## src/rtl/sprite_arb_pkg.sv

```systemverilog
// Shared types and helpers for the sprite ROM arbiter.
package sprite_arb_pkg;

    localparam int ADDR_W_DEF = 14;
    localparam int DATA_W_DEF = 8;

    typedef enum logic {
        IDLE  = 1'b0,
        BURST = 1'b1
    } arb_state_e;

    // Ceiling log2, never below 1 so single-client builds still get a 1-bit index.
    function automatic int clog2(input int v);
        int r;
        r = 0;
        for (int i = 0; i < 31; i++) begin
            if ((1 << r) < v) r = r + 1;
        end
        return (r < 1) ? 1 : r;
    endfunction

endpackage

```

## src/rtl/sprite_rom_arbiter_rr_picker.sv

```systemverilog
// Rotating-priority first-one finder: lowest offset from ptr_i wins.
module rr_picker #(
    parameter int N  = 4,
    parameter int PW = 2
) (
    input  logic [N-1:0]  req_i,
    input  logic [PW-1:0] ptr_i,
    output logic [N-1:0]  gnt_o,
    output logic [PW-1:0] idx_o,
    output logic          any_o
);

    always_comb begin
        int j;
        gnt_o = '0;
        idx_o = '0;
        any_o = 1'b0;
        // Scan farthest offset first so the nearest requester overwrites last.
        for (int k = N - 1; k >= 0; k--) begin
            j = int'(ptr_i) + k;
            if (j >= N) j = j - N;
            if (req_i[j]) begin
                any_o = 1'b1;
                idx_o = PW'(j);
                gnt_o = N'(1) << j;
            end
        end
    end

endmodule

```

## src/rtl/sprite_rom_arbiter.sv

```systemverilog
// Round-robin sprite ROM arbiter with optional burst lock; one access per cycle.
// Define SPRITE_ARB_PRIO0_EN to give client 0 absolute priority.
module sprite_rom_arbiter
    import sprite_arb_pkg::*;
#(
    parameter int NUM_REQ   = 4,
    parameter int ADDR_W    = ADDR_W_DEF,
    parameter int DATA_W    = DATA_W_DEF,
    parameter int MAX_BURST = 16
) (
    input  logic                      clk,
    input  logic                      rst,
    input  logic [NUM_REQ-1:0]        req,
    input  logic [NUM_REQ-1:0]        lock,
    input  logic [NUM_REQ*ADDR_W-1:0] addr_in,
    output logic [NUM_REQ-1:0]        gnt,
    output logic [NUM_REQ-1:0]        rd_valid,
    output logic [DATA_W-1:0]         rd_data,
    output logic                      rom_en,
    output logic [ADDR_W-1:0]         rom_addr,
    input  logic [DATA_W-1:0]         rom_data
);

    localparam int PW = clog2(NUM_REQ);
    localparam int CW = clog2(MAX_BURST + 1);

    arb_state_e    state_q, state_d;
    logic [PW-1:0] owner_q, owner_d;
    logic [CW-1:0] cnt_q, cnt_d;
    logic [PW-1:0] rr_ptr_q, rr_ptr_d;
    logic [PW-1:0] tag_q, tag_d;
    logic          pvalid_q, pvalid_d;

    logic [NUM_REQ-1:0] rr_gnt;
    logic [PW-1:0]      rr_idx;
    logic               rr_any;

    logic          win_any;
    logic [PW-1:0] win_idx;
    logic [PW-1:0] ptr_inc;
    logic          from_burst;
    logic          prio0;
    logic          preempt;

    rr_picker #(.N(NUM_REQ), .PW(PW)) u_pick (
        .req_i (req),
        .ptr_i (rr_ptr_q),
        .gnt_o (rr_gnt),
        .idx_o (rr_idx),
        .any_o (rr_any)
    );

    always_comb begin
        state_d    = state_q;
        owner_d    = owner_q;
        cnt_d      = cnt_q;
        rr_ptr_d   = rr_ptr_q;
        tag_d      = tag_q;
        pvalid_d   = 1'b0;
        win_any    = 1'b0;
        win_idx    = '0;
        from_burst = 1'b0;
        prio0      = 1'b0;
        preempt    = 1'b0;

`ifdef SPRITE_ARB_PRIO0_EN
        if (req[0]) begin
            win_any    = 1'b1;
            prio0      = 1'b1;
            from_burst = (state_q == BURST) && (owner_q == '0);
            preempt    = (state_q == BURST) && (owner_q != '0) && req[owner_q];
        end else
`endif
        if (state_q == BURST && req[owner_q]) begin
            win_any    = 1'b1;
            win_idx    = owner_q;
            from_burst = 1'b1;
        end else begin
            // Owner went quiet: fall straight into round robin, no bubble.
            win_any = rr_any;
            win_idx = rr_idx;
        end

        ptr_inc = (int'(win_idx) == NUM_REQ - 1) ? '0 : win_idx + PW'(1);

        if (win_any) begin
            tag_d    = win_idx;
            pvalid_d = 1'b1;
            if (!prio0) rr_ptr_d = ptr_inc;
            if (preempt) begin
                state_d = IDLE;
                cnt_d   = '0;
            end else if (from_burst) begin
                cnt_d = cnt_q + CW'(1);
                if (!lock[win_idx] || (int'(cnt_q) + 1 == MAX_BURST)) begin
                    state_d = IDLE;
                    cnt_d   = '0;
                end
            end else if (lock[win_idx] && MAX_BURST > 1) begin
                state_d = BURST;
                owner_d = win_idx;
                cnt_d   = CW'(1);
            end else begin
                state_d = IDLE;
                cnt_d   = '0;
            end
        end else begin
            state_d = IDLE;
            cnt_d   = '0;
        end
    end

    always_ff @(posedge clk) begin
        if (rst) begin
            state_q  <= IDLE;
            owner_q  <= '0;
            cnt_q    <= '0;
            rr_ptr_q <= '0;
            tag_q    <= '0;
            pvalid_q <= 1'b0;
        end else begin
            state_q  <= state_d;
            owner_q  <= owner_d;
            cnt_q    <= cnt_d;
            rr_ptr_q <= rr_ptr_d;
            tag_q    <= tag_d;
            pvalid_q <= pvalid_d;
        end
    end

    always_comb begin
        gnt      = '0;
        rom_en   = 1'b0;
        rom_addr = '0;
        if (win_any && !rst) begin
            gnt      = NUM_REQ'(1) << win_idx;
            rom_en   = 1'b1;
            rom_addr = addr_in[int'(win_idx)*ADDR_W +: ADDR_W];
        end
    end

    assign rd_valid = pvalid_q ? (NUM_REQ'(1) << tag_q) : '0;
    assign rd_data  = pvalid_q ? rom_data : '0;

endmodule

```

## config.mk

```make
export PLATFORM = sky130hd
export DESIGN_NAME = sprite_rom_arbiter
export DESIGN_NICKNAME = d
export VERILOG_FILES = /design/src/rtl/sprite_arb_pkg.sv /design/src/rtl/sprite_rom_arbiter_rr_picker.sv /design/src/rtl/sprite_rom_arbiter.sv
export SDC_FILE = /design/constraint.sdc
export NUM_CORES = 1
export LEC_CHECK = 0
export BUFFER_PORTS_ARGS = -buffer_cell sky130_fd_sc_hd__clkbuf_2
export CAP_MARGIN = 20
export CORE_MARGIN = 3
export CORE_UTILIZATION = 30
export CTS_BUF_LIST = sky130_fd_sc_hd__clkbuf_8
export CTS_CLUSTER_DIAMETER = 120
export DETAILED_ROUTE_END_ITERATION = 16
export PLACE_DENSITY_LB_ADDON = 0.2
export RECOVER_POWER = 25
export SYNTH_ARGS = -nofsm -noshare
export SYNTH_HDL_FRONTEND = slang
export SYNTH_SLANG_ARGS = --single-unit
```

## constraint.sdc

```tcl
create_clock -name clk -period 2.7 [get_ports clk]
set_input_delay 0.27 -clock clk [delete_from_list [all_inputs] [get_ports clk]]
set_output_delay 0.27 -clock clk [all_outputs]
set_load 0.05 [all_outputs]
```

==> flow_metrics.py <==
metrics = {
    "clock_network": {
        "cts_tree": "built",
        "clockRootBuffer": "clkbuf_8",
        "clkLatencyLatePin_ns": 0.24,
        "clk_path_buf_depth": 2,
        "cts.clk_slew.worst_paths_ns": 0.05,
        "cts_buffers": 3,
        "htreeDepth": 1,
        "numClockSinks": 13,
    },
    "synth": {
        "synth_mux_area_share_pct": 28.0,
        "yosysWarnings": 0,
        "syn_area_per_cell_um2": 9.83,
        "synth.net_count": 218,
        "synth_fa_ha_area_share_pct": 4.58,
        "synthDistinctLibCells": 47,
        "netlist_instances": 139,
        "synthTopCellsByArea": "mux4_2 23%, dfxtp_1 19%, and2_1 12%",
        "synthFlopType": "dfxtp_1",
        "ys_ff_latch": 13,
        "synthXorXnorAreaFrac_pct": 1.92,
        "synth-simple-area-share_pct": 28.9,
        "synth-async-reset-ratio_pct": 0,
        "synth_edf_count": 0,
        "syn_area_mm2": 0.00137,
        "synth_top_cell_area_share_pct": 23.1,
        "synth-compound-area-share_pct": 12.6,
        "ys_seq_area_share_pct": 19.0,
        "synth_most_common_cell": "and2_1",
        "synth_top_area_cell": "mux4_2",
        "synth_common_cells": "27 x and2_1, 14 x mux4_2, 13 x dfxtp_1",
        "synth_top_family_by_area": "simple AND/OR/NAND/NOR gates",
    },
    "placed_design": {
        "place_ws_ns": 0.0457,
        "place_hpwl_um": 3420,
        "port_buffers": 104,
        "gp_congestion": 0.775,
    },
    "floorplan": {
        "die_y_um": 73.5,
        "rows": 23,
        "dieWidth_um": 73.5,
        "dieArea_mm2": 0.00540,
        "io_pins": 105,
        "core-area_mm2": 0.00420,
        "start_util_pct": 32.5,
    },
    "sta": {
        "finalSetupViolations": 0,
        "timing.final.ws_setup_ns": 0.0823,
        "tightest_slew_ns": 0.920,
        "slew_headroom_pct": 38.5,
        "rsz0062_at_grt": "false",
        "fin_crit_sh_pct": 97.0,
        "finalMaxSlewViolations": 0,
        "min_period_ns": 2.62,
        "fmax_mhz": 382,
        "fin_tns_setup_ns": 0,
        "hold_violations": 0,
        "fin_skew_ns": 0.00220,
        "fin_hold_ws_ns": 0.364,
    },
    "pwr": {
        "ir_drop_uv": 318,
        "netSwitchingPower_w": 0.000590,
        "p_leak_nw": 0.967,
        "internal_power_w": 0.000692,
        "switching_share_pct": 46.0,
        "combPwrFrac_pct": 67.2,
        "power_frac_clock_pct": 13.0,
        "power.total_w": 0.00128,
        "powerDensity_mw_per_mm2": 630,
        "seqPwrFrac_pct": 19.8,
    },
    "worst_setup_path": {
        "path_class": "register to output port",
        "crit_fanout": 12,
        "required_ns": 2.43,
        "cp_slowest_cell": "mux4_2",
        "critical-path-max-stage-delay_ns": 0.41,
        "cp-end-kind": "output port",
        "cp_cell_sequence": "nand2b_1 -> a21o_1 -> a221o_1 -> and2_4 -> buf_12 -> mux4_2 -> and2_1 -> clkbuf_2",
        "start_kind": "register",
        "critPathArrivalTime_ns": 2.35,
    },
    "routing": {
        "vias_per_cell": 5.04,
        "route.met2.wl_um": 2010,
        "drc": 0,
        "vias": 1508,
        "wl_um": 3990,
        "drt_pass1_iterations": 4,
        "wire_per_inst_um": 13.4,
        "route.met3.wl_um": 467,
        "ant_nets": 0,
        "top_layer": "met3",
        "drt_iter0_markers": 39,
        "met1_length_um": 1520,
    },
    "worst_hold_path": {
        "hp-class": "input pin to register",
    },
    "finish": {
        "area_growth_pct": 48.8,
        "insertedDiodeCount": 0,
        "finalNetCount": 329,
        "multi_input_area_mm2": 0.00105,
        "num-fill-cells": 425,
        "layout-drive-gt1-share_pct": 55.8,
        "seqCellArea_um2": 263,
    },
    "grt": {
        "grt_start_max_net_pins": 20,
        "grt_pass1_wl_um": 6200,
        "grt_pass1_vias": 1409,
        "grt-ovfl-total": 0,
        "antenna_found_initial": 0,
        "grt_use_total_pct": 14.2,
    },
    "run": {
        "cap_violations": 0,
    },
    "run_status": {
        "status": "finished clean",
    },
}
-- sequential cells by signal, indices dropped and copies added, names as in the netlist --
name / cells
cnt_q: 5
owner_q: 2
pvalid_q: 1
rr_ptr_q: 2
state_q: 1
tag_q: 2
-- area by class of cell --
type / instances / share of cell area (%)
multi-input combinational: 115 / 51.9
timing repair buffer: 113 / 28.9
tap: 50 / 3.08
clock inverter: 1 / 0.185
sequential: 13 / 12.9
clock buffer: 3 / 2.03
inverter: 4 / 0.985
-- metrics by stage --
step | cells | area, um2 | util [%]
after floorplan | 139 | 1370 | -
after global routing | 299 | 2030 | 48.4
after CTS | 299 | 2040 | 48.5
after global placement | 293 | 1960 | 46.5
final | 299 | 2030 | 48.4
after detailed placement | 293 | 1960 | 46.5
-- cells by family after synthesis --
| family | count (synthesis) |
|---|---|
| compound gates | 22 |
| xor+xnor | 3 |
| fa+ha+maj | 5 |
| buf+inv | 11 |
| flops | 13 |
| mux | 19 |
| simple gates | 66 |
-- path summary, 6_finish.rpt --
| path | from | endpoint | slack, ns | depth (start not counted) |
|---|---|---|---|---|
| max | rr_ptr_q[1]$_SDFFE_PP0N_ | rom_addr[9] | 0.08 | 8 |
| min | rst | tag_q[1]$_SDFFE_PP0N_ | 0.36 | 2 |
| max reg2reg | owner_q[1]$_SDFFE_PP0P_ | owner_q[1]$_SDFFE_PP0P_ | 0.47 | 8 |
| min reg2reg | tag_q[1]$_SDFFE_PP0N_ | tag_q[1]$_SDFFE_PP0N_ | 0.50 | 2 |
-- layer usage --
metal,up-vias,track usage [%]
met1,698,15.4
li1,741,-
met5,-,0
met2,69,27.2
met3,0,4.51
met4,0,1.81
-- critical path, delay by kind of cell (launching register included) --
family          cells  cell delay [ns]
compound gates      2             0.50
simple gates        3             0.46
mux                 1             0.41
buf+inv             2             0.38
flops               1             0.35
-- power by group through the flow --
stage,Clock [W],Sequential [W],Combinational [W]
2_1_floorplan,0,0.000245,0.000665
3_3_place_gp,0,0.000253,0.000828
3_5_place_dp,0,0.000254,0.000835
4_1_cts,0.000172,0.000252,0.000867
5_1_grt,0.000180,0.000260,0.000929
6_report,0.000166,0.000254,0.000861
-- cell usage in the layout, fill, tap and decap left out, types with 2 or more instances in the layout --
cell | netlist | routed
nor4_1 | 2 | 2
and2_1 | 27 | 26
buf_4 | 1 | 7
mux4_2 | 14 | 14
dfxtp_2 | 0 | 2
inv_1 | 3 | 4
a211oi_1 | 2 | 2
mux2i_2 | 0 | 2
nand3b_1 | 2 | 2
clkbuf_1 | 3 | 8
nor2_1 | 7 | 7
xor2_1 | 2 | 2
ha_1 | 5 | 5
clkbuf_2 | 0 | 91
buf_2 | 1 | 6
nor3_1 | 2 | 2
dfxtp_1 | 13 | 11
nand2_1 | 8 | 8
nor4b_1 | 2 | 2
nand3_1 | 3 | 3
clkbuf_8 | 0 | 3
a21bo_2 | 2 | 2
a21oi_1 | 6 | 6
nand2b_1 | 4 | 4
-- what timing repair did --
item                       in CTS  in global routing
hold buffers                    0                  0
buffers inserted                2                  0
pin swaps                       1                  0
resized for setup               3                  9
setup endpoints to repair      13                 18
Note: power is estimated with default switching activity, not from simulation.
